<file path="config.mk">
export PLATFORM = sky130hd
export DESIGN_NAME = add_sub_decoder
export DESIGN_NICKNAME = d
export VERILOG_FILES = /design/src/rtl/add_sub_pkg.sv /design/src/rtl/add_sub_step_classify.sv /design/src/rtl/add_sub_decoder.sv
export SDC_FILE = /design/constraint.sdc
export NUM_CORES = 1
export LEC_CHECK = 0
export BUFFER_PORTS_ARGS = -buffer_cell sky130_fd_sc_hd__buf_4
export CAP_MARGIN = 20
export CORE_UTILIZATION = 32
export DETAILED_ROUTE_END_ITERATION = 7
export HOLD_SLACK_MARGIN = 0.15
export MAX_ROUTING_LAYER = met4
export REMOVE_ABC_BUFFERS = 1
export SYNTH_ARGS = -nofsm -noshare
export SYNTH_HDL_FRONTEND = slang
export SYNTH_SLANG_ARGS = --single-unit
</file>
<file path="constraint.sdc">
create_clock -name clk_i -period 2.84 [get_ports clk_i]
set_input_delay 0.142 -clock clk_i [delete_from_list [all_inputs] [get_ports clk_i]]
set_output_delay 0.142 -clock clk_i [all_outputs]
set_load 0.005 [all_outputs]
</file>
<file path="src/rtl/add_sub_pkg.sv">
// Shared encodings for the up/down add/sub counter and its receive-side decoder.
// The direction encoding must match the counter's addsub input.
package add_sub_pkg;

    localparam logic DIR_UP   = 1'b0;
    localparam logic DIR_DOWN = 1'b1;

    typedef enum logic [1:0] {
        UNSYNC,
        ACQUIRE,
        LOCKED
    } dec_state_e;

    typedef enum logic [1:0] {
        STEP_UP,
        STEP_DOWN,
        STEP_HOLD,
        STEP_ERR
    } step_class_e;

    function automatic logic is_legal_step(input step_class_e cls);
        return (cls == STEP_UP) || (cls == STEP_DOWN);
    endfunction

endpackage

</file>
<file path="src/rtl/add_sub_step_classify.sv">
// Combinational step classifier: compares a new counter sample against the
// previous one modulo 2^WIDTH and reports up, down, hold or illegal.
module add_sub_step_classify
    import add_sub_pkg::*;
#(
    parameter int WIDTH = 4
) (
    input  logic [WIDTH-1:0] prev_i,
    input  logic [WIDTH-1:0] value_i,
    output step_class_e      class_o
);

    // Unsigned subtraction wraps naturally, so max->0 is +1 and 0->max is -1.
    logic [WIDTH-1:0] delta;
    assign delta = value_i - prev_i;

    // NOTE: class_o gets a default before the branches so no path leaves it
    // unassigned, which would otherwise infer a latch.
    always_comb begin
        class_o = STEP_ERR;
        if (delta == WIDTH'(1)) begin
            class_o = STEP_UP;
        end else if (delta == {WIDTH{1'b1}}) begin
            class_o = STEP_DOWN;
        end else if (delta == '0) begin
            class_o = STEP_HOLD;
        end
    end

endmodule

</file>
<file path="src/rtl/add_sub_decoder.sv">
// Receive-side tracker for the add/sub counter: recovers the step direction,
// flags illegal steps, counts errors and reports lock, all registered.
module add_sub_decoder
    import add_sub_pkg::*;
#(
    parameter int WIDTH      = 4,
    parameter int LOCK_COUNT = 2,
    parameter int ERR_CNT_W  = 8
) (
    input  logic                 clk_i,
    input  logic                 reset_ni,
    input  logic [WIDTH-1:0]     value_i,
    input  logic                 valid_i,
    input  logic                 clear_i,
    output logic                 addsub_o,
    output logic                 dir_valid_o,
    output logic                 hold_o,
    output logic                 step_err_o,
    output logic                 locked_o,
    output logic [ERR_CNT_W-1:0] err_count_o
);

    localparam int LCW = $clog2(LOCK_COUNT + 1);

    dec_state_e           state_q,     state_d;
    logic [WIDTH-1:0]     prev_q,      prev_d;
    logic [LCW-1:0]       lock_cnt_q,  lock_cnt_d;
    logic                 addsub_q,    addsub_d;
    logic                 dir_valid_q, dir_valid_d;
    logic                 hold_q,      hold_d;
    logic                 step_err_q,  step_err_d;
    logic                 locked_q,    locked_d;
    logic [ERR_CNT_W-1:0] err_count_q, err_count_d;

    step_class_e step_class;

    add_sub_step_classify #(
        .WIDTH (WIDTH)
    ) u_classify (
        .prev_i  (prev_q),
        .value_i (value_i),
        .class_o (step_class)
    );

    always_comb begin
        state_d     = state_q;
        prev_d      = prev_q;
        lock_cnt_d  = lock_cnt_q;
        addsub_d    = addsub_q;
        locked_d    = locked_q;
        dir_valid_d = 1'b0;
        hold_d      = 1'b0;
        step_err_d  = 1'b0;
        err_count_d = err_count_q;

        if (valid_i) begin
            prev_d = value_i;
            if (state_q == UNSYNC) begin
                // The first sample only seeds the reference; nothing to classify yet.
                state_d = ACQUIRE;
            end else if (is_legal_step(step_class)) begin
                addsub_d    = (step_class == STEP_DOWN) ? DIR_DOWN : DIR_UP;
                dir_valid_d = 1'b1;
                if (state_q == ACQUIRE) begin
                    lock_cnt_d = lock_cnt_q + LCW'(1);
                    if (lock_cnt_d == LCW'(LOCK_COUNT)) begin
                        state_d  = LOCKED;
                        locked_d = 1'b1;
                    end
                end
            end else if (step_class == STEP_HOLD) begin
                hold_d = 1'b1;
            end else begin
                step_err_d = 1'b1;
                lock_cnt_d = '0;
                state_d    = ACQUIRE;
                locked_d   = 1'b0;
                if (err_count_q != {ERR_CNT_W{1'b1}}) begin
                    err_count_d = err_count_q + ERR_CNT_W'(1);
                end
            end
        end

        // Clear has the last word so a same-cycle error still leaves zero.
        if (clear_i) begin
            err_count_d = '0;
        end
    end

    // NOTE: state uses non-blocking assignments so every flop samples the
    // pre-edge values; the async reset clears outputs without a clock edge.
    always_ff @(posedge clk_i or negedge reset_ni) begin
        if (!reset_ni) begin
            state_q     <= UNSYNC;
            prev_q      <= '0;
            lock_cnt_q  <= '0;
            addsub_q    <= 1'b0;
            dir_valid_q <= 1'b0;
            hold_q      <= 1'b0;
            step_err_q  <= 1'b0;
            locked_q    <= 1'b0;
            err_count_q <= '0;
        end else begin
            state_q     <= state_d;
            prev_q      <= prev_d;
            lock_cnt_q  <= lock_cnt_d;
            addsub_q    <= addsub_d;
            dir_valid_q <= dir_valid_d;
            hold_q      <= hold_d;
            step_err_q  <= step_err_d;
            locked_q    <= locked_d;
            err_count_q <= err_count_d;
        end
    end

    assign addsub_o    = addsub_q;
    assign dir_valid_o = dir_valid_q;
    assign hold_o      = hold_q;
    assign step_err_o  = step_err_q;
    assign locked_o    = locked_q;
    assign err_count_o = err_count_q;

endmodule

</file>
==> Yosys cells after proc, flatten, opt, wreduce, memory -nomap -nowiden <==
Cells that the tools add are included.
{ "op_classes": {"n_reduce_logical": 11, "addsub": 3, "muxes": 33, "n_bitwise": 1, "eq_ne": 16} }
{ "op_table": {"columns": ["cell", "count"], "rows": [
  ["8-bit 2-to-1 mux", 6],
  ["2-bit 2-to-1 mux", 10],
  ["1-bit 2-to-1 mux", 17],
  ["5-bit AND reduction", 2],
  ["8-bit by 1-bit adder with 8-bit output, second input constant", 1],
  ["2-bit inequality test, second input constant", 4],
  ["8-bit inequality test, second input constant", 1],
  ["4-bit AND reduction", 2],
  ["3-bit by 2-bit inequality test with 1-bit output, second input constant", 2],
  ["2-bit by 1-bit == test with 1-bit output, second input constant", 2],
  ["2-bit == test, second input constant", 2],
  ["4-bit by 1-bit == test with 1-bit output, second input constant", 1],
  ["4-bit == test, second input constant", 1],
  ["2-bit logical NOT", 2],
  ["4-bit logical NOT", 1],
  ["2-bit by 1-bit inequality test with 1-bit output, second input constant", 2],
  ["2-bit nonzero test", 2],
  ["4-bit subtractor", 1],
  ["3-bit inequality test, second input constant", 1],
  ["3-bit AND reduction", 1],
  ["2-bit by 1-bit adder with 2-bit output, second input constant", 1],
  ["1-bit logical OR", 1],
  ["1-bit inverter", 1]
]} }
{ "word_totals": {"word_cells": 73, "out_inout_bits": 13, "ff_bits": 21, "inputBits": 8} }

==> Logic depth before layout (Yosys ltp) <==
Gate-level depths: netlist (run 1).
{ "logic_depth": {"word_depth": 11, "ltp_mapped": 11, "ltp_nobuf": 10} }

==> Hierarchy <==
From an unflattened synthesis (run 1), not the netlist that was laid out.
{ "hier_totals": {"cells_unflattened": 107, "hier_area_um2": 1143.6} }
{ "modules_own_cells": {"columns": ["module", "n_inst", "cells_each", "area_per_inst_um2", "seq_area_each_um2"], "rows": [
  ["add_sub_decoder", 1, 89, 998.5, 525.5],
  ["add_sub_step_classify", 1, 18, 145.1, 0.0]
]} }

==> Least setup slack after synthesis (run 1) <==
OpenSTA, ideal clock, no wires.
{ "synth_timing": {"kind": "register to register", "startpoint": "reg prev_q[2]", "endpoint": "reg state_q[0]", "required_ns": 2.714, "stages_incl_launch_ff": 9, "setup_ns": 0.126, "setup_slack_ns": 0.549, "period_less_slack_ns": 2.291, "arrival_time_ns": 2.165, "n_path_buf": 0, "path_cell_list": "dfrtp_1 inv_1 ha_1 and3b_1 or3_4 a211o_1 and2_1 a21o_1 a221o_1"} }
{ "synth_between": {"elab_chain_cells": 9, "word_cells_on_any_way": 17, "classes_between": "1 x add/sub; 7 x eq/ne; 5 x mux; 4 x reduce/logical"} }
{ "synth_rtl": {"columns": ["element", "line_no", "text"], "rows": [
  ["start: declaration", "add_sub_decoder.sv:26", "logic [WIDTH-1:0] prev_q, prev_d;"],
  ["start signal: assignment", "add_sub_decoder.sv:105", "prev_q <= prev_d;"],
  ["4-bit subtractor (*)", "add_sub_step_classify.sv:15", "assign delta = value_i - prev_i;"],
  ["4-bit logical NOT", "add_sub_step_classify.sv:25", "end else if (delta == '0) begin"],
  ["1-bit 2-to-1 mux", "add_sub_step_classify.sv:25", null],
  ["2-bit 2-to-1 mux", "add_sub_step_classify.sv:23", "end else if (delta == {WIDTH{1'b1}}) begin"],
  ["2-bit 2-to-1 mux (*)", "add_sub_step_classify.sv:21", "if (delta == WIDTH'(1)) begin"],
  ["2-bit by 1-bit == test with 1-bit output or 2-bit logical NOT (tied branches)", "add_sub_pkg.sv:22", "return (cls == STEP_UP) || (cls == STEP_DOWN);"],
  ["1-bit logical OR", "add_sub_pkg.sv:22", null],
  ["3-bit by 2-bit inequality test with 1-bit output (no line) (tied with other cells)", null, null],
  ["4-bit AND reduction (no line) or 2-bit 2-to-1 mux (tied branches)", null, null],
  ["end signal: assignment", "add_sub_decoder.sv:104", "state_q <= state_d;"],
  ["end: declaration", "add_sub_decoder.sv:25", "dec_state_e state_q, state_d;"]
]} }
Every way passes the cells marked *; elsewhere a longest branch is shown, timed or not.
A chain may end at the register's enable or synchronous reset.

==> Worst setup path after layout (run 1) <==
{ "layout_timing": {"startpoint": "in value_i[2]", "endpoint": "reg state_q[0]"} }
{ "layout_between": {"elab_chain_cells": 9, "word_cells_on_any_way": 17, "classes_between": "1 x add/sub; 7 x eq/ne; 5 x mux; 4 x reduce/logical"} }
{ "layout_rtl": {"columns": ["element", "line_no", "text"], "rows": [
  ["start: declaration", "add_sub_decoder.sv:12", "input logic [WIDTH-1:0] value_i,"],
  ["4-bit subtractor (*)", "add_sub_step_classify.sv:15", null],
  ["4-bit logical NOT", "add_sub_step_classify.sv:25", null],
  ["1-bit 2-to-1 mux", "add_sub_step_classify.sv:25", null],
  ["2-bit 2-to-1 mux", "add_sub_step_classify.sv:23", null],
  ["2-bit 2-to-1 mux (*)", "add_sub_step_classify.sv:21", null],
  ["2-bit by 1-bit == test with 1-bit output or 2-bit logical NOT (tied branches)", "add_sub_pkg.sv:22", null],
  ["1-bit logical OR", "add_sub_pkg.sv:22", null],
  ["3-bit by 2-bit inequality test with 1-bit output (no line) (tied with other cells)", null, null],
  ["4-bit AND reduction (no line) or 2-bit 2-to-1 mux (tied branches)", null, null]
]} }
Marked as above.

==> results.yml, run 1 <==
detailed_routing:
  vias_per_cell: 4.94
  wire_per_inst_um: 12.2
  drtIter0Drc: 13
  vias: 949
  ant_nets: 0
  drc: 0
  routed_wl_um: 2350
  drtPass1Iterations: 4
timing:
  worst_slew_pin_slew_ps: 453
  slew_headroom: 0.696
  finalHoldViolCount: 0
  period_needed_ps: 2590
  fin_ws_ps: 254
  min_period_over_period: 0.911
  grt_setup_unrepaired: "no"
  fmax_mhz: 387
  slew_viol_final: 0
  setup_violations: 0
  finalSetupTns_ps: 0
  clock_skew_ps: 2.68
logic_synthesis:
  syn-cell-area_mm2: 0.00113
  synth_cell_types: 40
  synth_top_family_by_area: "simple AND/OR/NAND/NOR gates"
  synth-seq-cells: 21
  async_flop_share: 1.00
  synth_warnings: 0
  seq_area_frac_synth: 0.467
  synth_cells: 115
  synth.mux.area_fraction: 0.0289
  synth_edf_count: 0
  synth-compound-area-share: 0.182
  syn-mean-instance-area_um2: 9.79
  synth_xor_area_frac: 0.0233
  ys.flop_type: "dfrtp_1"
  yosys.area_share.simple: 0.186
  synthAdderAreaFrac: 0.0733
layout:
  fill_cells: 347
  final_net_count: 161
  postLayoutCellArea_mm2: 0.00144
  drive_above_1_share: 0.192
  n_antenna_cell: 0
  finish.utilization: 0.429
  area_delta_synth_final_pct: 28.1
clock_tree:
  clock_latency_ps: 300
  cts_buffer_depth: 2
  cts_tree: "yes"
  numCtsBuffers: 3
  cts-root-buf: "clkbuf_4"
  htree_levels: 1
  post_cts_buffers: 0
  cts.sinks: 21
  path_clk_slew_ps: 120
global_route:
  antenna_found_initial: 0
  grt_pass1_vias: 942
  grt_pass1_wl_um: 3950
  gr-total-overflow: 0
  gr-usage-all-layers: 0.148
  grt_max_degree: 22
floorplanning:
  die_w_um: 61.3
  dieArea_mm2: 0.00376
  die_h_um: 61.3
  ioPinCount: 21
  initial_core_util: 0.335
  coreArea_mm2: 0.00336
  rows: 21
placement:
  gp_congestion: 0.802
  placed_area_mm2: 0.00133
  port_buffers: 20
  place_ws_ps: 411
  dp_hpwl_um: 1670
critical_path:
  arrival_ps: 2780
  rrSetupSlack_ps: 410
  path_cells: "dlygate4sd3_1 -> buf_4 -> ha_1 -> and3b_1 -> or3_4 -> a211o_1 -> and2_1 -> a21o_1 -> a221o_1"
  cp_max_fo: 5
  worstSetupStartpointType: "primary input"
  cp-end-kind: "flop"
  critPathKind: "primary input to flop"
  slowest_stage: "dlygate4sd3_1"
  crit_required_ps: 3040
  slowest_delay_ps: 540
pwr:
  ir_drop_v: 0.000265
  powerDensity_mw_per_mm2: 469
  power_uw: 677
  p_leak_uw: 0.000648
run:
  timing.max_cap.violations: 0
outcome:
  status: "finished clean"
hold_path:
  min_path_type: "primary input to asynchronous set/reset pin"
-- layer usage --
layer	share of wire	GRT usage	wire length, um
met5	0	-	0
met4	0.0055	0.0357	13
met3	0.033	0.0399	77
met2	0.50	0.261	1170
met1	0.46	0.165	1080
-- timing repair --
item / in CTS / in global routing
gates resized for setup: 0 / 0
endpoints found under the setup margin: 0 / 0
hold buffers: 9 / 0
hold endpoints to repair: 33 / 0
-- per-stage QoR --
step                      hold WS, ps  cells
final                             259    192
after global routing              282    192
after CTS                         234    192
after detailed placement         43.9    179
after global placement           43.6    179
after floorplan                  -154    112
-- path summary, 6_finish.rpt --
| check | start | endpoint | cells after the start |
|---|---|---|---|
| max in group asynchronous | reset_ni | err_count_o[4] | 2 |
| max reg2reg | prev_q[2] | state_q[0] | 8 |
| max | value_i[2] | state_q[0] | 9 |
| min | reset_ni | prev_q[0] | 2 |
| min reg2reg | lock_cnt_q[0] | lock_cnt_q[0] | 1 |
| min in group clk_i | lock_cnt_q[0] | lock_cnt_q[0] | 1 |
-- registers in the layout (all words and copies together), names as in the netlist --
signal	count
step_err_o	1
state_q	2
prev_q	4
locked_o	1
lock_cnt_q	2
addsub_o	1
err_count_o	8
dir_valid_o	1
hold_o	1
-- cell families (layout without fill, tap and decap cells) --
logic type	Yosys count	after routing
adder cells (fa/ha/maj)	6	6
flip-flops	21	21
buffers and inverters	11	42
AND/OR/NAND/NOR	39	39
multiplexers	3	3
XOR/XNOR	3	3
AO/OA/AOI/OAI	32	32
-- synthesized netlist by cell type (2+ instances only) --
master,number,share of area
dfrtp_1,21,0.47
nand2b_1,2,0.011
mux2_2,2,0.020
a211oi_1,2,0.013
or3_1,2,0.011
a21o_1,3,0.020
a21oi_1,7,0.031
and3_1,2,0.011
o21ai_0,10,0.044
nand2_1,5,0.017
a211o_1,2,0.016
inv_1,8,0.027
nand3_1,9,0.040
nor2_1,7,0.023
ha_1,5,0.056
nor3_1,3,0.013
xor2_1,2,0.016
-- worst max-delay path, delay by kind of cell --
family / cells / cell delay [ps]
adders and majority gates: 1 / 320
buffers and inverters: 2 / 680
AOI/OAI and AO/OA: 3 / 830
and+or+nand+nor: 3 / 810
-- power breakdown --
part | switching (uW) | internal (uW) | leakage, uW
logic | 93.7 | 89.9 | 0.000358
registers | 19.5 | 327 | 0.000274
clock network | 92.1 | 54.8 | 0.0000150
-- cells in the final DEF, fill, tap and decap left out, types with 2 or more instances in the layout --
cell type      netlist  final
dfrtp_1             21     21
buf_4                1     21
o21ai_0             10     10
nand3_1              9      9
dlygate4sd3_1        0      9
inv_1                8      8
nor2_1               7      7
a21oi_1              7      7
nand2_1              5      5
ha_1                 5      5
a21o_1               3      3
nor3_1               3      3
clkbuf_4             0      3
xor2_1               2      2
a211o_1              2      2
a211oi_1             2      2
and3_1               2      2
mux2_2               2      2
nand2b_1             2      2
or3_1                2      2
-- layout make-up --
type | count | area [um2] | share of cell area
multi-input combinational | 83 | 556 | 0.385
inverter | 8 | 30.0 | 0.0208
clock buffer | 4 | 26.3 | 0.0182
tap | 46 | 57.6 | 0.0399
timing repair buffer | 30 | 248 | 0.172
sequential | 21 | 526 | 0.364
(Power assumes the default switching activity.)
==> run 2, diff against run 1 <==
==> constraint.sdc (replaced) <==
create_clock -name clk_i -period 3.1 [get_ports clk_i]
set_input_delay 0.155 -clock clk_i [delete_from_list [all_inputs] [get_ports clk_i]]
set_output_delay 0.155 -clock clk_i [all_outputs]
set_load 0.005 [all_outputs]
==> run 2 against run 1 <==
Effect of this change:
- cell count is 1.6% lower
- sequential share of layout area is 0.68 points higher
- combinational power is 11% lower
- first-iteration DRC count grew to 2.5 times the previous value
- critical path type unchanged
- worst setup slack better by 180 ps
- critical path depth is 1 higher
- global-route usage is 0.40 points higher
- total power is 9.1% lower
- non-clock buffer count is 3 lower
- clock-buffer cell count is 1 lower
- wire length is 1.8% higher
==> results.yml, run 2 (same netlist as run 1, synthesis figures left out) <==
clock_tree:
  cts-root-buf: "clkbuf_4"
  cts_tree: "yes"
  clock_latency_ps: 310
  cts_buffer_depth: 2
  numCtsBuffers: 3
  cts.sinks: 21
  path_clk_slew_ps: 120
  postCtsHoldBufs: 7
  htree_levels: 1
  ctsResizeCount: 0
  post_cts_buffers: 0
critical_path:
  crit_required_ps: 3300
  slowest_stage: "dlygate4sd3_1"
  path_cells: "dlygate4sd3_1 -> buf_4 -> ha_1 -> and3b_1 -> or3_4 -> a211o_1 -> nand3b_1 -> inv_1 -> a21oi_1 -> nor3_1"
  slowest_delay_ps: 540
  arrival_ps: 2870
  worstSetupStartpointType: "primary input"
  critPathKind: "primary input to flop"
  cp-end-kind: "flop"
  cp_max_fo: 11
pwr:
  ir_drop_v: 0.000185
  powerDensity_mw_per_mm2: 435
  p_leak_uw: 0.000638
timing:
  slew_headroom: 0.687
  fmax_mhz: 375
  clock_skew_ps: 8.15
  min_period_over_period: 0.860
  period_needed_ps: 2670
  slew_viol_final: 0
  setup_violations: 0
  whs_ps: 257
  fin_ws_ps: 435
  finalHoldViolCount: 0
  finalSetupTns_ps: 0
  grt_setup_unrepaired: "no"
  worst_slew_pin_slew_ps: 467
placement:
  dp_hpwl_um: 1730
  port_buffers: 20
  place_ws_ps: 617
  gp_congestion: 0.779
hold_path:
  min_path_type: "primary input to asynchronous set/reset pin"
layout:
  n_antenna_cell: 0
  final_common_cell: "dfrtp_1"
  final_cell_mix: "dfrtp_1 (21), buf_4 (20), o21ai_0 (10)"
  final_net_count: 158
  largest_reg_flops: 8
  area_delta_synth_final_pct: 25.8
  drive_above_1_share: 0.196
floorplanning:
  initial_core_util: 0.335
  ioPinCount: 21
  die_h_um: 61.3
  die_w_um: 61.3
  dieArea_mm2: 0.00376
  rows: 21
  coreArea_mm2: 0.00336
global_route:
  gr-usage-all-layers: 0.152
  grt_pass1_wl_um: 4080
  gr-total-overflow: 0
  antenna_found_initial: 0
  grt_max_degree: 22
  grt_pass1_vias: 985
detailed_routing:
  routed_wl_um: 2390
  ant_nets: 0
  drtPass1Iterations: 4
  vias_per_cell: 5.02
  vias: 948
  drc: 0
  wire_per_inst_um: 12.6
  drtIter0Drc: 33
run:
  timing.max_cap.violations: 0
outcome:
  status: "finished clean"
[run 2: power breakdown]
| part | internal (uW) | total (uW) | switching (uW) |
|---|---|---|---|
| Sequential | 300 | 320 | 20.0 |
| Combinational | 78.0 | 163 | 85.3 |
| Clock | 48.1 | 133 | 84.5 |
| Total | 426 | 616 | 190 |
[run 2: worst max-delay path: cells and delay by family]
kind	cells	cell delay, ps
compound gates	2	530
fa+ha+maj	1	320
buf+inv	3	880
simple gates	4	970
[run 2: worst paths after layout]
path,from,slack [ps],cells past startpoint,to
worst max register to register,prev_q[1],580,9,err_count_o[2]
min in group clk_i,prev_q[0],530,1,prev_q[0]
worst min register to register,prev_q[0],530,1,prev_q[0]
max in group asynchronous,reset_ni,2620,2,err_count_o[3]
worst min-delay path,reset_ni,260,2,prev_q[1]
worst max-delay path,value_i[2],430,10,err_count_o[2]
[run 2: cell type report]
| cell class | count | area (um2) |
|---|---|---|
| repair buffers | 27 | 220 |
| well taps | 46 | 57.6 |
| clock buffers | 3 | 22.5 |
| fillers | 351 | 1950 |
| multi-input cells | 83 | 556 |
| flip-flops and latches | 21 | 526 |
| inverters | 8 | 30.0 |
| clock inverters | 1 | 5.00 |
[run 2: per-stage QoR]
step | utilization | std cells | total power [uW] | instance area [um2]
floorplan | - | 112 | 414 | 1110
global placement | 0.392 | 178 | 478 | 1320
detailed placement | 0.392 | 178 | 482 | 1320
CTS | 0.421 | 189 | 626 | 1420
global route | 0.421 | 189 | 657 | 1420
finish | 0.421 | 189 | 616 | 1420
[run 2: layer usage]
metal  part of all wire  wire length [um]  up-vias  global-route usage
li1                   -                 -      471                   -
met1               0.48              1140      450               0.177
met2               0.49              1160       25               0.266
met3              0.032                77        2              0.0252
met4             0.0042                10        0              0.0487
met5                  0                 0        -                   -
